`config.mk`:
```
export PLATFORM = sky130hd
export DESIGN_NAME = rob_flat
export DESIGN_NICKNAME = d
export VERILOG_FILES = /design/src/rtl/rob_if.sv /design/src/rtl/rob.sv /design/src/flat_wrapper.sv
export SDC_FILE = /design/constraint.sdc
export NUM_CORES = 1
export LEC_CHECK = 0
export BUFFER_PORTS_ARGS = -buffer_cell sky130_fd_sc_hd__clkbuf_2
export CAP_MARGIN = 20
export CORE_ASPECT_RATIO = 0.75
export CORE_MARGIN = 2
export CORE_UTILIZATION = 30
export DETAILED_ROUTE_END_ITERATION = 16
export PLACE_DENSITY_LB_ADDON = 0.2
export SLEW_MARGIN = 0
export SYNTH_ARGS = -nofsm -noshare
export SYNTH_HDL_FRONTEND = slang
export SYNTH_SLANG_ARGS = --single-unit
export TNS_END_PERCENT = 100
```
`constraint.sdc`:
```
create_clock -name clk -period 5.1 [get_ports clk]
set_input_delay 1.02 -clock clk [delete_from_list [all_inputs] [get_ports clk]]
set_output_delay 1.02 -clock clk [all_outputs]
set_load 0.005 [all_outputs]
```
`src/rtl/rob_if.sv`:
```
// rob_if: decode / writeback / commit bundle for the reorder buffer.
//   Decode side    : tag_token, alloc_rd, alloc_op -> rob ; avail_tag, full <- rob
//   Writeback side : wb_tag, wb_data, flush        -> rob
//   Commit side    : commit_valid, commit_tag, commit_rd, commit_op,
//                    commit_data, count            <- rob
// master is the environment (decode/writeback/regfile), slave is the rob.
interface rob_if #(
  parameter int TAG_W  = 4,
  parameter int DATA_W = 32,
  parameter int REG_W  = 5,
  parameter int OP_W   = 6
);
  logic              tag_token;
  logic [REG_W-1:0]  alloc_rd;
  logic [OP_W-1:0]   alloc_op;
  logic [TAG_W-1:0]  avail_tag;
  logic              full;
  logic [TAG_W-1:0]  wb_tag;
  logic [DATA_W-1:0] wb_data;
  logic              flush;
  logic              commit_valid;
  logic [TAG_W-1:0]  commit_tag;
  logic [REG_W-1:0]  commit_rd;
  logic [OP_W-1:0]   commit_op;
  logic [DATA_W-1:0] commit_data;
  logic [TAG_W-1:0]  count;

  modport master (
    output tag_token, alloc_rd, alloc_op, wb_tag, wb_data, flush,
    input  avail_tag, full, commit_valid, commit_tag, commit_rd,
           commit_op, commit_data, count
  );

  modport slave (
    input  tag_token, alloc_rd, alloc_op, wb_tag, wb_data, flush,
    output avail_tag, full, commit_valid, commit_tag, commit_rd,
           commit_op, commit_data, count
  );
endinterface

```
`src/rtl/rob.sv`:
```
// rob: circular reorder buffer between issue and in-order commit.
//   clk  : rising-edge clock
//   rst  : asynchronous active-low reset
//   bus  : rob_if.slave
//     tag_token/alloc_rd/alloc_op : allocation request from decode
//     avail_tag/full              : tag offered this cycle / no free entry
//     wb_tag/wb_data              : result writeback (all-ones tag = none)
//     flush                       : synchronous discard of all entries
//     commit_*                    : one-cycle retire pulse plus held fields
//     count                       : occupied entries, 0..DEPTH
module rob #(
  parameter int DEPTH  = 8,
  parameter int TAG_W  = 4,
  parameter int DATA_W = 32,
  parameter int REG_W  = 5,
  parameter int OP_W   = 6
) (
  input logic  clk,
  input logic  rst,
  rob_if.slave bus
);
  localparam int PTR_W = $clog2(DEPTH);
  localparam logic [TAG_W-1:0] TAG_INVALID = {TAG_W{1'b1}};
  localparam logic [TAG_W-1:0] DEPTH_T     = TAG_W'(DEPTH);
  localparam logic [TAG_W-1:0] CNT_ONE     = {{(TAG_W-1){1'b0}}, 1'b1};
  localparam logic [PTR_W-1:0] PTR_ONE     = {{(PTR_W-1){1'b0}}, 1'b1};

  // Per-entry status (reset) and payload (not reset; only read when valid).
  logic [DEPTH-1:0]  valid_r;
  logic [DEPTH-1:0]  done_r;
  logic [REG_W-1:0]  rd_r   [DEPTH];
  logic [OP_W-1:0]   op_r   [DEPTH];
  logic [DATA_W-1:0] data_r [DEPTH];

  logic [PTR_W-1:0]  head_r;
  logic [PTR_W-1:0]  tail_r;
  logic [TAG_W-1:0]  count_r;

  logic              commit_valid_r;
  logic [TAG_W-1:0]  commit_tag_r;
  logic [REG_W-1:0]  commit_rd_r;
  logic [OP_W-1:0]   commit_op_r;
  logic [DATA_W-1:0] commit_data_r;

  logic              full_s;
  logic              alloc_s;
  logic              wb_hit_s;
  logic              commit_s;
  logic [PTR_W-1:0]  wb_idx_s;
  logic [TAG_W-1:0]  count_nxt_s;

  // Event decode from registered state: allocate, writeback hit, commit, next count.
  always_comb begin
    full_s   = (count_r == DEPTH_T);
    alloc_s  = bus.tag_token & ~full_s;
    wb_idx_s = bus.wb_tag[PTR_W-1:0];
    // The tag range check keeps out-of-range tags from aliasing onto a live entry.
    wb_hit_s = (bus.wb_tag != TAG_INVALID) && (bus.wb_tag < DEPTH_T) && valid_r[wb_idx_s];
    // Uses pre-edge done, so a writeback to head commits one edge later.
    commit_s = valid_r[head_r] & done_r[head_r];
    if (alloc_s && !commit_s) begin
      count_nxt_s = count_r + CNT_ONE;
    end else if (!alloc_s && commit_s) begin
      count_nxt_s = count_r - CNT_ONE;
    end else begin
      count_nxt_s = count_r;
    end
  end

  // Control state: entry status bits, pointers, occupancy and commit outputs.
  always_ff @(posedge clk or negedge rst) begin
    if (!rst) begin
      valid_r        <= '0;
      done_r         <= '0;
      head_r         <= '0;
      tail_r         <= '0;
      count_r        <= '0;
      commit_valid_r <= 1'b0;
      commit_tag_r   <= TAG_INVALID;
      commit_rd_r    <= '0;
      commit_op_r    <= '0;
      commit_data_r  <= '0;
    end else if (bus.flush) begin
      // Flush wins over everything this edge; commit_* fields other than valid hold.
      valid_r        <= '0;
      done_r         <= '0;
      head_r         <= '0;
      tail_r         <= '0;
      count_r        <= '0;
      commit_valid_r <= 1'b0;
    end else begin
      // Allocate, writeback and commit target distinct entries: the tail slot
      // is never valid while allocating, and writeback only hits valid slots.
      if (wb_hit_s) begin
        done_r[wb_idx_s] <= 1'b1;
      end
      if (alloc_s) begin
        valid_r[tail_r] <= 1'b1;
        done_r[tail_r]  <= 1'b0;
        tail_r          <= tail_r + PTR_ONE;
      end
      if (commit_s) begin
        valid_r[head_r] <= 1'b0;
        head_r          <= head_r + PTR_ONE;
        commit_valid_r  <= 1'b1;
        commit_tag_r    <= {{(TAG_W-PTR_W){1'b0}}, head_r};
        commit_rd_r     <= rd_r[head_r];
        commit_op_r     <= op_r[head_r];
        commit_data_r   <= data_r[head_r];
      end else begin
        commit_valid_r  <= 1'b0;
      end
      count_r <= count_nxt_s;
    end
  end

  // Entry payload storage: destination/op on allocate, result on writeback.
  always_ff @(posedge clk) begin
    if (alloc_s && !bus.flush) begin
      rd_r[tail_r] <= bus.alloc_rd;
      op_r[tail_r] <= bus.alloc_op;
    end
    if (wb_hit_s && !bus.flush) begin
      data_r[wb_idx_s] <= bus.wb_data;
    end
  end

  assign bus.full         = full_s;
  assign bus.avail_tag    = full_s ? TAG_INVALID : {{(TAG_W-PTR_W){1'b0}}, tail_r};
  assign bus.count        = count_r;
  assign bus.commit_valid = commit_valid_r;
  assign bus.commit_tag   = commit_tag_r;
  assign bus.commit_rd    = commit_rd_r;
  assign bus.commit_op    = commit_op_r;
  assign bus.commit_data  = commit_data_r;
endmodule

```
`src/flat_wrapper.sv`:
```
// flat-port wrapper written by rule: the top's interface ports become plain ports
module rob_flat 
#(
  parameter int DEPTH  = 8,
  parameter int TAG_W  = 4,
  parameter int DATA_W = 32,
  parameter int REG_W  = 5,
  parameter int OP_W   = 6
)
  (clk, rst, bus_tag_token, bus_alloc_rd, bus_alloc_op, bus_wb_tag, bus_wb_data, bus_flush, bus_avail_tag, bus_full, bus_commit_valid, bus_commit_tag, bus_commit_rd, bus_commit_op, bus_commit_data, bus_count);
  rob_if #(.TAG_W(TAG_W), .DATA_W(DATA_W), .REG_W(REG_W), .OP_W(OP_W)) bus_i ();
  input logic clk;
  input logic rst;
  input wire logic [$bits(bus_i.tag_token)-1:0] bus_tag_token;
  input wire logic [$bits(bus_i.alloc_rd)-1:0] bus_alloc_rd;
  input wire logic [$bits(bus_i.alloc_op)-1:0] bus_alloc_op;
  input wire logic [$bits(bus_i.wb_tag)-1:0] bus_wb_tag;
  input wire logic [$bits(bus_i.wb_data)-1:0] bus_wb_data;
  input wire logic [$bits(bus_i.flush)-1:0] bus_flush;
  output wire logic [$bits(bus_i.avail_tag)-1:0] bus_avail_tag;
  output wire logic [$bits(bus_i.full)-1:0] bus_full;
  output wire logic [$bits(bus_i.commit_valid)-1:0] bus_commit_valid;
  output wire logic [$bits(bus_i.commit_tag)-1:0] bus_commit_tag;
  output wire logic [$bits(bus_i.commit_rd)-1:0] bus_commit_rd;
  output wire logic [$bits(bus_i.commit_op)-1:0] bus_commit_op;
  output wire logic [$bits(bus_i.commit_data)-1:0] bus_commit_data;
  output wire logic [$bits(bus_i.count)-1:0] bus_count;
  assign bus_i.tag_token = bus_tag_token;
  assign bus_i.alloc_rd = bus_alloc_rd;
  assign bus_i.alloc_op = bus_alloc_op;
  assign bus_i.wb_tag = bus_wb_tag;
  assign bus_i.wb_data = bus_wb_data;
  assign bus_i.flush = bus_flush;
  assign bus_avail_tag = bus_i.avail_tag;
  assign bus_full = bus_i.full;
  assign bus_commit_valid = bus_i.commit_valid;
  assign bus_commit_tag = bus_i.commit_tag;
  assign bus_commit_rd = bus_i.commit_rd;
  assign bus_commit_op = bus_i.commit_op;
  assign bus_commit_data = bus_i.commit_data;
  assign bus_count = bus_i.count;
  rob #(.DEPTH(DEPTH), .TAG_W(TAG_W), .DATA_W(DATA_W), .REG_W(REG_W), .OP_W(OP_W)) u_core (.clk(clk), .rst(rst), .bus(bus_i));
endmodule
```
==> results.toml, run 1 <==
[die]
core_area_mm2 = 0.0542
io_pins = 108
start_util = 0.302
dieArea_mm2 = 0.0564
fp.dieH_um = 206
rows = 74
die-width_um = 274

[placement]
port_buffers = 107
place_congestion = 0.735
hpwl_um = 23900
dp_cells = 1779

[worst_setup_path]
cp-start-kind = "register"
path_delay_family = "compound AO/OA/AOI/OAI gates"
slowest_stage = "dfrtp_4"
max_stage_delay_ns = 1.06
ff2ff_setup_slack_ns = 1.68
end_kind = "register"
critPathBufInv = 0
crit_chain = "o21ai_1 > o22ai_2 > o21ai_2 > ha_1 > a21o_1 > a21oi_1 > mux2i_1 > mux2_1"
path_max_fanout = 63
critical_path_class = "register to register"
arrival_ns = 3.86
worstPathRequired_ns = 5.54

[clock_tree]
cts-htree-levels = 2
numCtsBuffers = 43
cts_root_buf = "clkbuf_16"
cts.clk_slew.worst_paths_ns = 0.06
cts_buffer_depth = 3
cts_tree = "done"
postCtsSetupRepairBufs = 0
cts_hold_buffers = 0
clock-sinks = 418
clk_latency_ns = 0.57
cts_resized = 0

[routing]
drtIter0Drc = 707
wl_um = 40900
first_pass_iters = 5
wl_per_cell_um = 22.0
postRouteAntennaNets = 0
viasPerCell = 4.89
num_vias = 9091
drc = 0

[finish]
antenna_cells = 0
fin_cells = 1859
drive_above_1_share = 0.267
synthToLayoutAreaGrowth_pct = 17.6
nets = 1160

[yosys]
synthFlopType = "edfxtp_1"
async_flop_share = 0.177
ys_types = 53
synth_cells = 982
ys_ff_latch = 418
syn_nets = 1038
synth_area_mm2 = 0.0163
ys_seq_area_frac = 0.746
yosys_warnings = 0
syn_area_per_cell_um2 = 16.6
synth_edf_count = 344

[timing]
tightestPinTransition_ns = 0.998
final_hold_viol_count = 0
slew_viol_final = 0
post-route-period-util = 0.670
fin_setup_tns_ns = 0
finalSetupViolations = 0
finClkSkew_ns = 0.0113
whs_ns = 0.482
slew_headroom = 0.335
period_needed_ns = 3.42
rsz0062_at_grt = "no"
fmax_mhz = 293

[global_route]
grt_max_degree = 71
grtUsageTotal = 0.147
grt_pass1_vias = 9194
antenna_found_initial = 0
grt_pass1_wl_um = 61400
grt.overflow.total = 0

[power]
peakVddDrop_v = 0.000206
powerDensity_mw_per_mm2 = 418
p_leak_uw = 0.00643

[worst_hold_path]
holdCritPathClass = "register to register"

[run_status]
status = "completed"

[flow_run]
drv_cap = 0
layer usage:
| metal | track usage | routed length [µm] |
|---|---|---|
| met4 | 0.0400 | 669 |
| met3 | 0.0256 | 1710 |
| met2 | 0.221 | 18200 |
| met1 | 0.217 | 20300 |
| met5 | 0 | 0 |
sequential cells by signal (all words and copies together), names as in the netlist:
register                 flops
u_core.bus.commit_tag        4
u_core.bus.commit_op         6
u_core.done_r                8
u_core.data_r              256
u_core.valid_r               8
u_core.bus.commit_valid      1
u_core.bus.commit_rd         5
u_core.tail_r                3
u_core.head_r                3
u_core.op_r                 48
u_core.bus.commit_data      32
u_core.rd_r                 40
u_core.bus.count             4
synthesized netlist by cell type, types with 8 or more instances:
library cell,number,area share
nor3_1,23,0.0070
a21oi_1,89,0.027
nor2_1,79,0.018
nor2b_1,10,0.0038
o21ai_0,15,0.0046
edfxtp_1,344,0.63
a22oi_1,22,0.010
mux4_2,32,0.044
a221oi_1,25,0.013
a22o_1,14,0.0075
nand2_1,24,0.0055
clkbuf_1,23,0.0053
nand3_1,8,0.0024
dfrtp_1,70,0.11
buf_2,29,0.0089
mux2i_1,42,0.026
mux2_2,36,0.025
buf_4,9,0.0041
where the power goes:
group	switching, µW	internal (µW)	total (µW)
logic	445	383	828
clock network	1320	1790	3110
registers	180	3910	4090
total	1950	6080	8030
cell type report:
| class | instances | area, µm² |
|---|---|---|
| Clock buffer | 52 | 1170 |
| Clock inverter | 26 | 210 |
| Fill cell | 5178 | 34900 |
| Inverter | 5 | 18.8 |
| Multi-Input combinational cell | 497 | 3920 |
| Sequential cell | 418 | 12200 |
| Tap cell | 722 | 903 |
| Timing Repair Buffer | 139 | 795 |
worst paths after layout:
| kind | from | end | cells after the start |
|---|---|---|---|
| min in group asynchronous | rst | u_core.bus.commit_data[1]$_DFFE_PN0P_ | 1 |
| max | u_core.head_r[1]$_DFFE_PN0P_ | u_core.bus.count[3]$_DFFE_PN0P_ | 8 |
| max in group asynchronous | rst | u_core.head_r[2]$_DFFE_PN0P_ | 2 |
| max reg2reg | u_core.head_r[1]$_DFFE_PN0P_ | u_core.bus.count[3]$_DFFE_PN0P_ | 8 |
| min reg2reg | u_core.bus.commit_tag[3]$_DFFE_PN1P_ | u_core.bus.commit_tag[3]$_DFFE_PN1P_ | 1 |
| min | u_core.bus.commit_tag[3]$_DFFE_PN1P_ | u_core.bus.commit_tag[3]$_DFFE_PN1P_ | 1 |
cell usage in the layout, fill, tap and decap left out, types with 4 or more instances in the layout:
master,instances
a211oi_1,6
a21oi_1,89
a221oi_1,25
a22o_1,14
a22oi_1,22
a311oi_1,6
buf_4,31
clkbuf_1,5
clkbuf_16,45
clkbuf_2,106
clkinv_1,10
clkinv_2,11
dfrtp_1,67
dfstp_2,4
edfxtp_1,344
ha_1,4
inv_1,4
mux2_2,36
mux2i_1,42
mux4_2,32
nand2_1,24
nand2b_1,6
nand3_1,8
nor2_1,75
nor2b_1,8
nor3_1,16
nor3_2,7
nor3b_1,5
o21ai_0,15
o22ai_1,6
worst reg2reg max path, stage by stage (launching register included):
cell     delay, ns
dfrtp_4       1.06
o21ai_1       0.31
o22ai_2       0.50
o21ai_2       0.18
ha_1          0.33
a21o_1        0.17
a21oi_1       0.18
mux2i_1       0.23
mux2_1        0.34
metrics by stage:
stage	cell area [µm²]	utilization	setup slack, ns	total power (µW)
2_1_floorplan	16300	-	0.482	4570
6_report	19200	0.355	1.68	8030
5_1_grt	19200	0.355	1.49	8390
4_1_cts	19200	0.354	1.64	8160
3_5_place_dp	17800	0.329	1.59	5010
3_3_place_gp	17800	0.329	1.62	5000
logic make-up (layout without fill, tap and decap cells):
logic type      Yosys count  in the layout  share of synthesized area
compound gates          204            204                     0.0818
buf+inv                  67            222                     0.0198
mux                     111            111                     0.0953
fa+ha+maj                 5              5                    0.00429
simple gates            173            173                     0.0511
flops                   418            418                      0.746
xor+xnor                  4              4                    0.00214
Note: power is estimated with default switching activity, not from simulation.
==> run 2, diff against run 1 <==
Clock period 5.1 ns to 2.8 ns, I/O delays scaled along.
==> run 2 against run 1 <==
Against the previous run:
- clock-buffer cell count up 15
- total power up 85%
- sequential power up 80%
- setup slack worse by 1.5 ns
- highest routed layer is now met5
- critical endpoint unchanged
- routed wire length about the same
- sequential share of layout area down 1.8 points
- final cell count up 2.3%
- global-route usage up 0.11 points
- fmax up 32%
- largest cell class unchanged
==> results.toml, run 2 (synthesized netlist as in run 1, its figures left out) <==
[run_status]
status = "completed"

[power]
p_sw_frac = 0.235
p_comb_frac = 0.109
p_leak_uw = 0.00669
peakVddDrop_v = 0.000399
seq_power_share = 0.497
intPower_uw = 11300
powerDensity_mw_per_mm2 = 750
power.share.clock = 0.394
p_switching_uw = 3490

[timing]
final_hold_viol_count = 0
slew_headroom = 0.540
fmax_mhz = 387
post-route-period-util = 0.922
finClkSkew_ns = 0.0228
slew_viol_final = 0
tightestPinTransition_ns = 0.691
period_needed_ns = 2.58
finalSetupViolations = 0
setup_ws_ns = 0.217
whs_ns = 0.275
rsz0062_at_grt = "no"

[finish]
nFillCells = 5122
utilization = 0.365
nets = 1198
drive_above_1_share = 0.284
final_cell_mix = "edfxtp_1, clkbuf_2, a21oi_1"
multi_input_area_mm2 = 0.00396
seq_area_mm2 = 0.0122
reg.largest.list = "u_core.data_r: 256 flops, u_core.op_r: 48 flops, u_core.rd_r: 40 flops"
layout_commonest_cell = "edfxtp_1"
design_area_mm2 = 0.0198
synthToLayoutAreaGrowth_pct = 21.1
top_register = "u_core.data_r"
largest_reg_flops = 256

[clock_tree]
postCtsSetupRepairBufs = 0
cts_root_buf = "clkbuf_16"
cts.clk_slew.worst_paths_ns = 0.06
clk_latency_ns = 0.57
cts_tree = "done"
cts_buffer_depth = 3
numCtsBuffers = 44
clock-sinks = 418
cts-htree-levels = 2

[die]
rows = 74
start_util = 0.302
die-width_um = 274
io_pins = 108
dieArea_mm2 = 0.0564
fp.dieH_um = 206
core_area_mm2 = 0.0542

[routing]
wl_per_cell_um = 21.5
drc = 0
postRouteAntennaNets = 0
num_vias = 9107
first_pass_iters = 4
drtIter0Drc = 584
wl_um = 40900
viasPerCell = 4.79

[worst_hold_path]
holdCritPathClass = "input pin to register"
min_from = "bus_wb_data[27]"

[global_route]
grt_pass1_wl_um = 61500
antenna_found_initial = 5
grtUsageTotal = 0.148
grt_pass1_vias = 9276
grt_max_degree = 89
grt.overflow.total = 0

[worst_setup_path]
end_kind = "register"
worstPathRequired_ns = 3.23
max_stage_delay_ns = 0.55
crit_chain = "o21ai_1 > o22ai_4 > o21ai_2 > ha_1 > a21o_1 > a21oi_1 > mux2i_1 > mux2_1"
r2r-start = "u_core.head_r[1]$_DFFE_PN0P_"
slowest_stage = "dfrtp_4"
cp-start-kind = "register"
cp-startpoint = "u_core.head_r[1]$_DFFE_PN0P_"
arrival_ns = 3.01
critical_path_class = "register to register"
path_max_fanout = 12

[placement]
port_buffers = 107
postPlaceCellArea_mm2 = 0.0183
dp_slack_ns = 0.111
place_congestion = 0.775
hpwl_um = 24900

[flow_run]
drv_cap = 0
run 2: changes by cell type in the layout (fill, tap and decap cells not counted), moves of 2 or more:
cell	change
buf_12	+16
buf_4	+21
clkbuf_1	+13
clkinv_1	-4
clkinv_2	-7
diode_2	+2
nor2b_1	+2
nor2b_2	-2
nor3_2	-4
nor3_4	+4
run 2: final timing paths:
| path | to | slack (ns) | depth (start not counted) |
|---|---|---|---|
| worst max-delay path | u_core.bus.count[3]$_DFFE_PN0P_ | 0.22 | 8 |
| worst min-delay path | u_core.data_r[3][27]$_DFFE_PP_ | 0.28 | 1 |
| worst max register to register | u_core.bus.count[3]$_DFFE_PN0P_ | 0.22 | 8 |
| worst min register to register | u_core.bus.commit_tag[3]$_DFFE_PN1P_ | 0.48 | 1 |
| max in group asynchronous | u_core.head_r[1]$_DFFE_PN0P_ | 1.62 | 3 |
| min in group asynchronous | u_core.bus.commit_data[21]$_DFFE_PN0P_ | 0.51 | 2 |
run 2: metrics by stage:
step	TNS (ns)	std cells	power, µW
floorplan	-30.54	982	8330
global placement	0	1817	9150
detailed placement	0	1817	9160
CTS	0	1900	15100
global route	0	1902	15500
finish	0	1902	14800
run 2: critical path, delay by kind of cell (launching register included):
family                   cells  cell delay, ns
adder cells (fa/ha/maj)      1            0.28
flip-flops                   1            0.55
multiplexers                 2            0.55
AO/OA/AOI/OAI                5            1.07
run 2: what timing repair did:
action                     CTS  global route
setup endpoints to repair    0             1
resized for setup            0             2
hold endpoints to repair    29             0
hold buffers                 1             0
run 2: power groups by stage:
stage	sequential (µW)	combinational (µW)	clock [µW]
floorplan	7470	856	0
global placement	7500	1650	0
detailed placement	7510	1650	0
CTS	7390	1660	6040
global route	7430	1830	6280
finish	7370	1620	5840
run 2: final cells by class:
type,count,share of cell area
clock inverter,15,0.00904
inverter,5,0.000948
clock buffer,67,0.0637
sequential,418,0.616
multi-input combinational,497,0.200
timing repair buffer,176,0.0642
tap,722,0.0456
antenna,2,0.000253
run 2: metal layers:
metal | up-vias | global-route usage | part of all wire
li1 | 4205 | - | -
met1 | 4654 | 0.218 | 0.49
met2 | 184 | 0.217 | 0.44
met3 | 58 | 0.0325 | 0.050
met4 | 6 | 0.0420 | 0.016
met5 | - | 0 | 0.00098
==> run 3, diff against run 2 <==
Settings changed: MAX_ROUTING_LAYER from default to met4.
==> run 3 against run 2 <==
Against the previous run:
- sequential power is essentially flat
- sequential share of layout area hardly changed
- combinational power about the same
- die area did not move
- via count increased by 0.56%
- first-iteration DRC count grew 18%
- routed wire length increased by 0.16%
- critical path type unchanged
- critical endpoint unchanged
==> results.toml, run 3 (synthesized netlist as in run 1, its figures left out) <==
[run_status]
status = "completed"

[worst_setup_path]
max_stage_delay_ns = 0.56
ff2ff_setup_slack_ns = 0.21
slowest_stage = "dfrtp_4"
arrival_ns = 3.02
path_delay_family = "compound AO/OA/AOI/OAI gates"
crit_chain = "o21ai_1 > o22ai_4 > o21ai_2 > ha_1 > a21o_1 > a21oi_1 > mux2i_1 > mux2_1"
worstPathRequired_ns = 3.23
path_max_fanout = 12
end_kind = "register"
critPathBufInv = 0
rr_endpoint = "u_core.bus.count[3]$_DFFE_PN0P_"
r2r-start = "u_core.head_r[1]$_DFFE_PN0P_"
reg2reg_depth = 8
critical_path_class = "register to register"
cp-start-kind = "register"

[timing]
period_needed_ns = 2.59
fmax_mhz = 386
slew_headroom = 0.531
slew_viol_final = 0
tightestPinTransition_ns = 0.704
whs_ns = 0.283
finalSetupViolations = 0
final_hold_viol_count = 0
finClkSkew_ns = 0.0259
fin_setup_tns_ns = 0
rsz0062_at_grt = "no"
post-route-period-util = 0.925

[global_route]
grt.overflow.total = 0
grtUsageTotal = 0.152
grt_pass1_wl_um = 61400
antenna_found_initial = 5
grt_max_degree = 89
grt_pass1_vias = 9272

[die]
dieArea_mm2 = 0.0564
fp.dieH_um = 206
io_pins = 108
start_util = 0.302
rows = 74
core_area_mm2 = 0.0542
die-width_um = 274

[power]
p_comb_frac = 0.109
peakVddDrop_v = 0.000399
power.share.clock = 0.394
intPower_uw = 11300
powerDensity_mw_per_mm2 = 750
seq_power_share = 0.497
p_switching_uw = 3500
power_uw = 14800
p_leak_uw = 0.00669
p_sw_frac = 0.236

[placement]
postPlaceCellArea_mm2 = 0.0183
hpwl_um = 24900
port_buffers = 107
place_congestion = 0.786

[routing]
num_vias = 9158
first_pass_iters = 5
postRouteAntennaNets = 0
drc = 0
wl_per_cell_um = 21.5
wl_um = 41000
drtIter0Drc = 690
viasPerCell = 4.80

[clock_tree]
clock-sinks = 418
numCtsBuffers = 44
cts_root_buf = "clkbuf_16"
cts.clk_slew.worst_paths_ns = 0.06
cts_tree = "done"
postCtsSetupRepairBufs = 0
cts_buffer_depth = 3
clk_latency_ns = 0.57
cts-htree-levels = 2

[finish]
reg.largest.list = "u_core.data_r: 256 flops, u_core.op_r: 48 flops, u_core.rd_r: 40 flops"
layout_commonest_cell = "edfxtp_1"
largest_reg_flops = 256
nFillCells = 5124
final_cell_mix = "edfxtp_1, clkbuf_2, a21oi_1"
synthToLayoutAreaGrowth_pct = 21.1
design_area_mm2 = 0.0198
drive_above_1_share = 0.284
top_register = "u_core.data_r"
nets = 1198

[worst_hold_path]
whs_path_depth = 1
whs_endpoint = "u_core.data_r[1][31]$_DFFE_PP_"
min_from = "bus_wb_data[31]"
holdCritPathClass = "input pin to register"

[flow_run]
drv_cap = 0
==> run 3: cell count changes in the layout (fill, tap and decap cells not counted), sizes merged <==
cell   previous run  this run
diode             2         6
==> run 3: worst max path at each step <==
| stage | cells past startpoint | slack, ns | endpoint | startpoint |
|---|---|---|---|---|
| after floorplan | 5 | -0.25 | u_core.data_r[1][0]$_DFFE_PP_ | bus_wb_tag[1] |
| after global placement | 9 | 0.13 | u_core.bus.count[3]$_DFFE_PN0P_ | u_core.head_r[1]$_DFFE_PN0P_ |
| after detailed placement | 9 | 0.11 | u_core.bus.count[3]$_DFFE_PN0P_ | u_core.head_r[1]$_DFFE_PN0P_ |
| after CTS | 9 | 0.09 | u_core.bus.count[3]$_DFFE_PN0P_ | u_core.head_r[1]$_DFFE_PN0P_ |
| after global routing | 8 | 0.08 | u_core.bus.count[3]$_DFFE_PN0P_ | u_core.head_r[1]$_DFFE_PN0P_ |
| final | 8 | 0.21 | u_core.bus.count[3]$_DFFE_PN0P_ | u_core.head_r[1]$_DFFE_PN0P_ |
==> run 3: stage by stage <==
step | util | cells | setup WS (ns)
after floorplan | - | 982 | -0.248
after global placement | 0.338 | 1817 | 0.125
after detailed placement | 0.338 | 1817 | 0.111
after CTS | 0.365 | 1900 | 0.0916
after global routing | 0.365 | 1905 | 0.0813
final | 0.366 | 1906 | 0.209
==> run 3: layer usage <==
layer  GRT usage  share of wire  routed length (µm)  vias up
li1            -              -                   -     4208
met1       0.219           0.49               20200     4707
met2       0.216           0.44               18100      191
met3      0.0321          0.050                2040       52
met4      0.0420          0.016                 638        0
met5           -              0                   0        -
==> run 3: power by group through the flow <==
stage	Combinational (µW)	Clock, µW	Sequential [µW]
after floorplan	856	0	7470
after global placement	1650	0	7500
after global routing	1830	6270	7430
after CTS	1660	6040	7390
final	1620	5850	7380
after detailed placement	1650	0	7510
==> run 3: layout make-up <==
cell class | instances | area, µm² | area share
clock inverters | 15 | 179 | 0.00904
inverters | 5 | 18.8 | 0.000948
clock buffers | 67 | 1260 | 0.0636
flip-flops and latches | 418 | 12200 | 0.616
repair buffers | 176 | 1270 | 0.0642
diodes | 6 | 15.0 | 0.000758
multi-input cells | 497 | 3960 | 0.200
well taps | 722 | 903 | 0.0456
==> run 3: what timing repair did <==
item	in CTS	in global routing
setup endpoints to repair	0	1
hold buffers	1	0
resized for setup	0	2
hold endpoints to repair	29	0
